==> src/rtl/regfile_wb_arbiter.sv <==
// regfile_wb_arbiter: shares one register-file write port between pipeline writeback and a queued multi-cycle unit
module regfile_wb_arbiter #(
  parameter int DEPTH = 4,
  parameter int STARVE_LIMIT = 8
) (
  input  logic        clk,
  input  logic        rst,
  input  logic        pipe_we,
  input  logic [4:0]  pipe_waddr,
  input  logic [31:0] pipe_wdata,
  input  logic        mc_valid,
  input  logic [4:0]  mc_waddr,
  input  logic [31:0] mc_wdata,
  output logic        mc_ready,
  output logic        rf_we,
  output logic [4:0]  rf_waddr,
  output logic [31:0] rf_wdata,
  input  logic [4:0]  raddr1,
  input  logic [4:0]  raddr2,
  output logic        pend_hit1,
  output logic        pend_hit2,
  output logic        stall_req
);
  localparam int AW = $clog2(DEPTH);
  localparam int CW = AW + 1;
  localparam int SW = $clog2(STARVE_LIMIT + 1);
  logic [4:0]    addr_q [DEPTH];
  logic [4:0]    addr_d [DEPTH];
  logic [31:0]   data_q [DEPTH];
  logic [31:0]   data_d [DEPTH];
  logic [DEPTH-1:0] vld_q, vld_d;
  logic [AW-1:0] rptr_q, rptr_d, wptr_q, wptr_d;
  logic [CW-1:0] count_q, count_d;
  logic [SW-1:0] starve_q, starve_d;
  logic          stall_d;
  logic          pipe_grant, nonempty, pop, push, head_we;
  // Port arbitration: pipeline first, then FIFO head; a full FIFO still accepts when its head leaves
  always_comb begin
    pipe_grant = !rst && pipe_we && |pipe_waddr;
    nonempty   = count_q != '0;
    pop        = !rst && !pipe_grant && nonempty;
    mc_ready   = !rst && (count_q < CW'(DEPTH) || pop);
    push       = mc_valid && mc_ready && |mc_waddr;
    head_we    = pop && vld_q[rptr_q];
    rf_we      = pipe_grant || head_we;
    rf_waddr   = pipe_grant ? pipe_waddr : head_we ? addr_q[rptr_q] : '0;
    rf_wdata   = pipe_grant ? pipe_wdata : head_we ? data_q[rptr_q] : '0;
  end
  // Pending-write lookup for decode, against entries held before this cycle's pop/push
  always_comb begin
    pend_hit1 = 1'b0;
    pend_hit2 = 1'b0;
    for (int i = 0; i < DEPTH; i++) begin
      pend_hit1 = pend_hit1 | (vld_q[i] && addr_q[i] == raddr1);
      pend_hit2 = pend_hit2 | (vld_q[i] && addr_q[i] == raddr2);
    end
    pend_hit1 = pend_hit1 && !rst && |raddr1;
    pend_hit2 = pend_hit2 && !rst && |raddr2;
  end
  // FIFO and starvation next state; a pipeline write kills older queued writes to the same register
  always_comb begin
    addr_d = addr_q;
    data_d = data_q;
    vld_d  = vld_q;
    for (int i = 0; i < DEPTH; i++)
      if (pipe_grant && addr_q[i] == pipe_waddr) vld_d[i] = 1'b0;
    if (pop) vld_d[rptr_q] = 1'b0;
    if (push) begin
      addr_d[wptr_q] = mc_waddr;
      data_d[wptr_q] = mc_wdata;
      vld_d[wptr_q]  = 1'b1;
    end
    rptr_d   = rptr_q + AW'(pop);
    wptr_d   = wptr_q + AW'(push);
    count_d  = count_q + CW'(push) - CW'(pop);
    stall_d  = starve_q == SW'(STARVE_LIMIT);
    starve_d = (stall_d || pop) ? '0 : (nonempty && pipe_we) ? starve_q + 1'b1 : starve_q;
  end
  // State registers; queued payloads need no reset since their valid bits are cleared
  always_ff @(posedge clk) begin
    addr_q <= addr_d;
    data_q <= data_d;
    if (rst) begin
      vld_q     <= '0;
      rptr_q    <= '0;
      wptr_q    <= '0;
      count_q   <= '0;
      starve_q  <= '0;
      stall_req <= 1'b0;
    end else begin
      vld_q     <= vld_d;
      rptr_q    <= rptr_d;
      wptr_q    <= wptr_d;
      count_q   <= count_d;
      starve_q  <= starve_d;
      stall_req <= stall_d;
    end
  end
endmodule

==> config.mk <==
export PLATFORM = sky130hd
export DESIGN_NAME = regfile_wb_arbiter
export DESIGN_NICKNAME = d
export VERILOG_FILES = /design/src/rtl/regfile_wb_arbiter.sv
export SDC_FILE = /design/constraint.sdc
export NUM_CORES = 1
export LEC_CHECK = 0
export BUFFER_PORTS_ARGS = -buffer_cell sky130_fd_sc_hd__buf_2
export CORE_UTILIZATION = 55
export CTS_CLUSTER_DIAMETER = 30
export DETAILED_ROUTE_END_ITERATION = 12
export PLACE_DENSITY = 0.82
export SYNTH_ARGS = -nofsm -noshare
export SYNTH_HDL_FRONTEND = slang
export SYNTH_SLANG_ARGS = --single-unit
==> constraint.sdc <==
create_clock -name clk -period 6.9 [get_ports clk]
set_input_delay 1.38 -clock clk [delete_from_list [all_inputs] [get_ports clk]]
set_output_delay 1.38 -clock clk [all_outputs]
set_load 0.02 [all_outputs]
== Word level (Yosys, flattened, before mapping) ==
Index checks and enable logic that the tools add are counted.
Cells by class
  mux-type cells: 28
  eq/ne operators: 13
  add/subtract/negate cells: 5
  $lt $le $gt $ge: 8
  reductions and logical operators: 39
  bitwise operators: 11
Operators by type and width (count)
  $mux W32: 5
  $bwmux W128: 1
  $bmux W32 S2: 1
  $demux W32 S2: 1
  $eq A5 B5 Y1: 12
  $logic_and A1 B1 Y1: 28
  $mux W5: 5
  $bwmux W20: 1
  $reduce_or A5 Y1: 4
  $bmux W5 S2: 1
  $demux W5 S2: 1
  $mux W4: 2
  $mux W1: 7
  $ge A3 B3 Y1 const B: 2
  $lt A2 B3 Y1 const B: 2
  $not A2 Y3: 2
  $or A1 B1 Y1: 6
  $add A2 B1 Y2: 2
  $add A4 B1 Y4 const B: 1
  $and A4 B4 Y4: 1
  $demux W1 S2: 2
  $eq A4 B4 Y1 const B: 1
  $ge A2 B1 Y1 const B: 2
  $not A4 Y4: 1
  10 further kinds: 13
Word-level totals
  word-level logic and storage cells: 118
  flip-flop bits (word level): 164
  input port bits: 88
  output and inout bits: 42

== Depth between registers and ports, before layout ==
  depth after elaboration: 12
  gate-level depth with buffers: 13
  gate-level depth less buffers: 11

== Worst setup path before layout ==
No wires, ideal clock.
  path kind: input to register
  start point: input port pipe_waddr[2]
  end point: register addr_q[15] (netlist bit) (enable)
  stages on the path: 5
  data arrival time: 5.199 ns
  buffers on the path: 1
  path slack: 1.222 ns
  cells stage by stage: buf_2 or4_4 o21a_4 a211o_1 nor3_1
Between the ends
  longest elaborated chain between the ends: 9
Ends and longest elaborated chain
  start, declared: line 9  | input logic [4:0] pipe_waddr,
  $reduce_or A5 Y1: line 39  | pipe_grant = !rst && pipe_we && |pipe_waddr;
  $logic_and A1 B1 Y1: line 39
  $logic_not A1 Y1: line 41  | pop = !rst && !pipe_grant && nonempty;
  $logic_and A1 B1 Y1 (2 in series): line 41
  $logic_or A1 B1 Y1: line 42  | mc_ready = !rst && (count_q < CW'(DEPTH) || pop);
  $logic_and A1 B1 Y1: line 42
  $logic_and A1 B1 Y1 (2 in series): line 43  | push = mc_valid && mc_ready && |mc_waddr;
  end signal, assigned: line 81  | addr_q <= addr_d;
  end, declared: line 27  | logic [4:0] addr_q [DEPTH];
Every way passes these cells.
A chain may end at the register's enable or synchronous reset.

== Worst setup path after layout ==
  start point: input port pipe_waddr[1]
  end point: output port rf_wdata[4]
Between the ends
  longest elaborated chain between the ends: 8
Ends and longest elaborated chain
  $reduce_or A5 Y1 (*): line 39
  $logic_and A1 B1 Y1 (*): line 39
  $logic_not A1 Y1: line 41
  $logic_and A1 B1 Y1 (2 in series): line 41
  $logic_and A1 B1 Y1: line 44  | head_we = pop && vld_q[rptr_q];
  $mux W32: line 47  | rf_wdata = pipe_grant ? pipe_wdata : head_we ? data_q[rptr_q] : '0;
  $mux W32 (*): line 47
  end, declared: line 17  | output logic [31:0] rf_wdata,
Every way passes the cells marked *; elsewhere a longest branch is shown, timed or not.

==> summary.txt <==
Clocking
  – Htree depth: 4
  – Clock tree sinks: 164
  – Clk slew on worst S/H paths: 0.06 ns
  – Worst-Skew Late Latency: 0.43 ns
  – Hold Buf Count CTS: 0
  – CTS tree: yes
  – Post_cts resized: 0
  – Setup Buffers After CTS: 0
  – Inserted Clock Buffers: 17
  – CTS Root Buffer Type: clkbuf_16
  – Clock Tree Buf Depth: 2

Worst setup path
  – Worst path bufs/invs: 3
  – Critical path class: input pin to output pin
  – Most used cell, CP: buf_2
  – FF-to-FF path depth: 10
  – CP peak stage delay: 0.54 ns
  – Delay-heaviest family, CP: simple AND/OR/NAND/NOR gates
  – Critical Path Source Type: input pin
  – CP required: ~5.5 ns
  – Worst r2r src: count_q[1]
  – Max FO, Critical Path: 23
  – Worst R2R Setup Slack: 4.24 ns
  – Worst path cell trace: buf_2, or4_4, o21a_4, and2_1, buf_4, nand2_1, o21ai_0, buf_2
  – Setup crit end kind: output pin
  – RR Endpoint: count_q[2]
  – Slowest-stage cell, CP: or4_4
  – Data arrival, critical path: 3.44 ns

Final layout
  – Commonest non-fill, non-tap cells in the layout: edfxtp_1 (148), buf_2 (129), xor2_1 (42)
  – Number of diodes: 0
  – Share of layout cells above drive strength 1: between 30% and 40%
  – Most common cell after layout, fill and taps aside: edfxtp_1
  – Layout Nets: around 800
  – P&R area growth vs syn: 17.8%

Timing
  – Worst slew margin: 25.3%
  – Shortest period the worst path allows: just under 5 ns
  – RSZ-0062 raised after global routing: no
  – Worst slew pin tran: 1.12 ns
  – Clock skew: around 0.0090 ns
  – TNS Setup: 0 ns
  – Fin. max-slew vios: 0
  – WHS: 0.510 ns
  – Hold Fails Final Rpt: 0
  – Final setup fails: 0
  – Final period util: 69.8%
  – Fmax: around 0.21 GHz

Synthesis
  – Syn_nets: between 600 and 700
  – Post-synth ARST share: 0%
  – Syn avg cell area: 12.9 µm²
  – EDFF count, synth: around 150
  – Mapped Area: ~7700 µm²
  – Seq/Total Area, Yosys: about 60%
  – Top_reg_cell synth: edfxtp_1
  – Seq cells post-synth: approximately 160
  – Count of cell types in the netlist: between 40 and 50
  – Yosys warns: 0
  – Post-Synthesis Cells: a little under 600

Power and ir drop
  – Worst vdd ir: 0.214 mV
  – Leak: 3.23 nW
  – Cell Int Power: about 1.9 mW
  – Combinational power share: 16.7%
  – NetSw: 0.674 mW
  – Sw frac: a little over a quarter
  – Clock power frac: roughly 39%
  – Pwr dens: between 200 and 300 nW/µm²
  – Sequential power share: 44.6%

Drt
  – 1st-pass router iterations: 5
  – First DRT Iteration DRCs: 332
  – Post-DR wirelength/cell: between 15 and 20 µm
  – Drt drc: 0
  – Antenna-violating nets left: 0
  – Via density per instance: ~5.8
  – Final WL: 17.7 mm
  – Via count: 5164

Floorplanning
  – Die Y: 121 µm
  – Die area: approximately 15000 µm²
  – # rows: 42
  – Die W: 121 µm
  – Initial core utilization: 57.4%
  – Top-level I/O count: between 100 and 150
  – Core Box Area: 13500 µm²

Placement
  – Routability cong.: between 0.9 and 1
  – Dpl hpwl: roughly 11 mm
  – Port Buf Inserts: approximately 130

Global route
  – Largest net degree at the start of global routing: 74
  – First-pass GRT wire length: roughly 27 mm
  – Vias in the first global route: between 5000 and 6000
  – Initial antenna violation count: 0
  – Gr ovfl total: 0
  – Gr usage total: 25.3%

Min path
  – Min-Delay Endpoint: starve_q[1]
  – Worst min-delay path class: flop to flop
  – Min-Delay Startpoint: starve_q[1]
  – Hold path cells: 2

Run
  – Max-cap violation count: 0

Outcome
  – Status: finished clean
[synth_stat cells (2+ instances only)]
library cell	number	area, µm²
a21oi_1	2	10.0
a31oi_1	38	238
a41o_1	2	20.0
buf_1	5	18.8
buf_2	3	15.0
buf_6	2	22.5
clkbuf_1	38	143
dfxtp_1	16	320
edfxtp_1	148	4440
ha_1	6	75.1
inv_1	8	30.0
mux2_2	38	428
mux2i_1	38	380
nand2_1	41	154
nand3_1	11	55.1
nand4_1	6	37.5
nor2_1	7	26.3
nor2b_1	5	31.3
nor3_1	42	210
nor4_1	9	56.3
o21ai_0	40	200
o311a_1	2	20.0
or3_1	3	18.8
xnor2_1	25	219
xor2_1	42	368
[metrics by stage]
step                      instance area (µm²)  power [mW]  utilization, %  instances  worst slack (ns)
after floorplan                          7730        1.48               -        597              1.22
after global placement                   8480        1.58            63.0        860              2.15
after detailed placement                 8480        1.60            63.0        860              2.11
after CTS                                9100        2.59            67.7        892              2.08
after global routing                     9100        2.67            67.7        892              1.99
final                                    9100        2.59            67.7        892              2.08
[logic make-up (layout without fill, tap and decap cells)]
| family | after synthesis | after routing | share of synthesized area, % |
|---|---|---|---|
| compound gates | 91 | 91 | 7.13 |
| xor+xnor | 67 | 67 | 7.60 |
| fa+ha+maj | 7 | 7 | 1.23 |
| buf+inv | 59 | 178 | 3.27 |
| flops | 164 | 164 | 61.7 |
| mux | 76 | 76 | 10.5 |
| simple gates | 133 | 133 | 8.65 |
[metal layers]
metal / wire [µm] / GRT usage [%] / up-vias
met2: 8890 / 42.4 / 195
met4: 213 / 8.64 / 0
met3: 1130 / 5.61 / 20
met5: 0 / 0 / -
li1: - / - / 2443
met1: 7440 / 32.7 / 2506
[sequential cells by signal, summed over array words and instances, names as in the netlist]
| name | cells |
|---|---|
| count_q | 3 |
| rptr_q | 2 |
| stall_req | 1 |
| data_q | 128 |
| vld_q | 4 |
| wptr_q | 2 |
| addr_q | 20 |
| starve_q | 4 |
[worst max-delay path by stage]
| stage | startpoint | cells after the start | slack (ns) | end |
|---|---|---|---|---|
| global placement | pipe_waddr[1] | 8 | 2.15 | rf_waddr[1] |
| detailed placement | pipe_waddr[1] | 8 | 2.11 | rf_wdata[11] |
| floorplan | pipe_waddr[2] | 5 | 1.22 | addr_q[15] |
| global route | pipe_waddr[1] | 8 | 1.99 | rf_waddr[1] |
| finish | pipe_waddr[1] | 8 | 2.08 | rf_wdata[4] |
| CTS | pipe_waddr[1] | 8 | 2.08 | rf_wdata[4] |
[layout make-up]
class                      instances  area (µm²)
sequential                       164        4770
fill                             955        4350
timing repair buffer             137         706
inverter                           9        38.8
clock buffer                      18         429
clock inverter                    14         200
multi-input combinational        374        2740
tap                              176         220
[worst min-delay path, cell delays in order, from the launching register on]
cell	delay [ns]
dfxtp_1	0.33
nand2_1	0.06
a21oi_1	0.07
[power by group through the flow]
stage          logic (mW)  clock network, mW  registers (mW)
3_5_place_dp        0.429                  0            1.18
5_1_grt             0.472               1.04            1.16
4_1_cts             0.433               1.00            1.15
2_1_floorplan       0.314                  0            1.16
6_report            0.432               1.00            1.15
3_3_place_gp        0.412                  0            1.17
No activity file was read; power rests on OpenSTA's default activity.
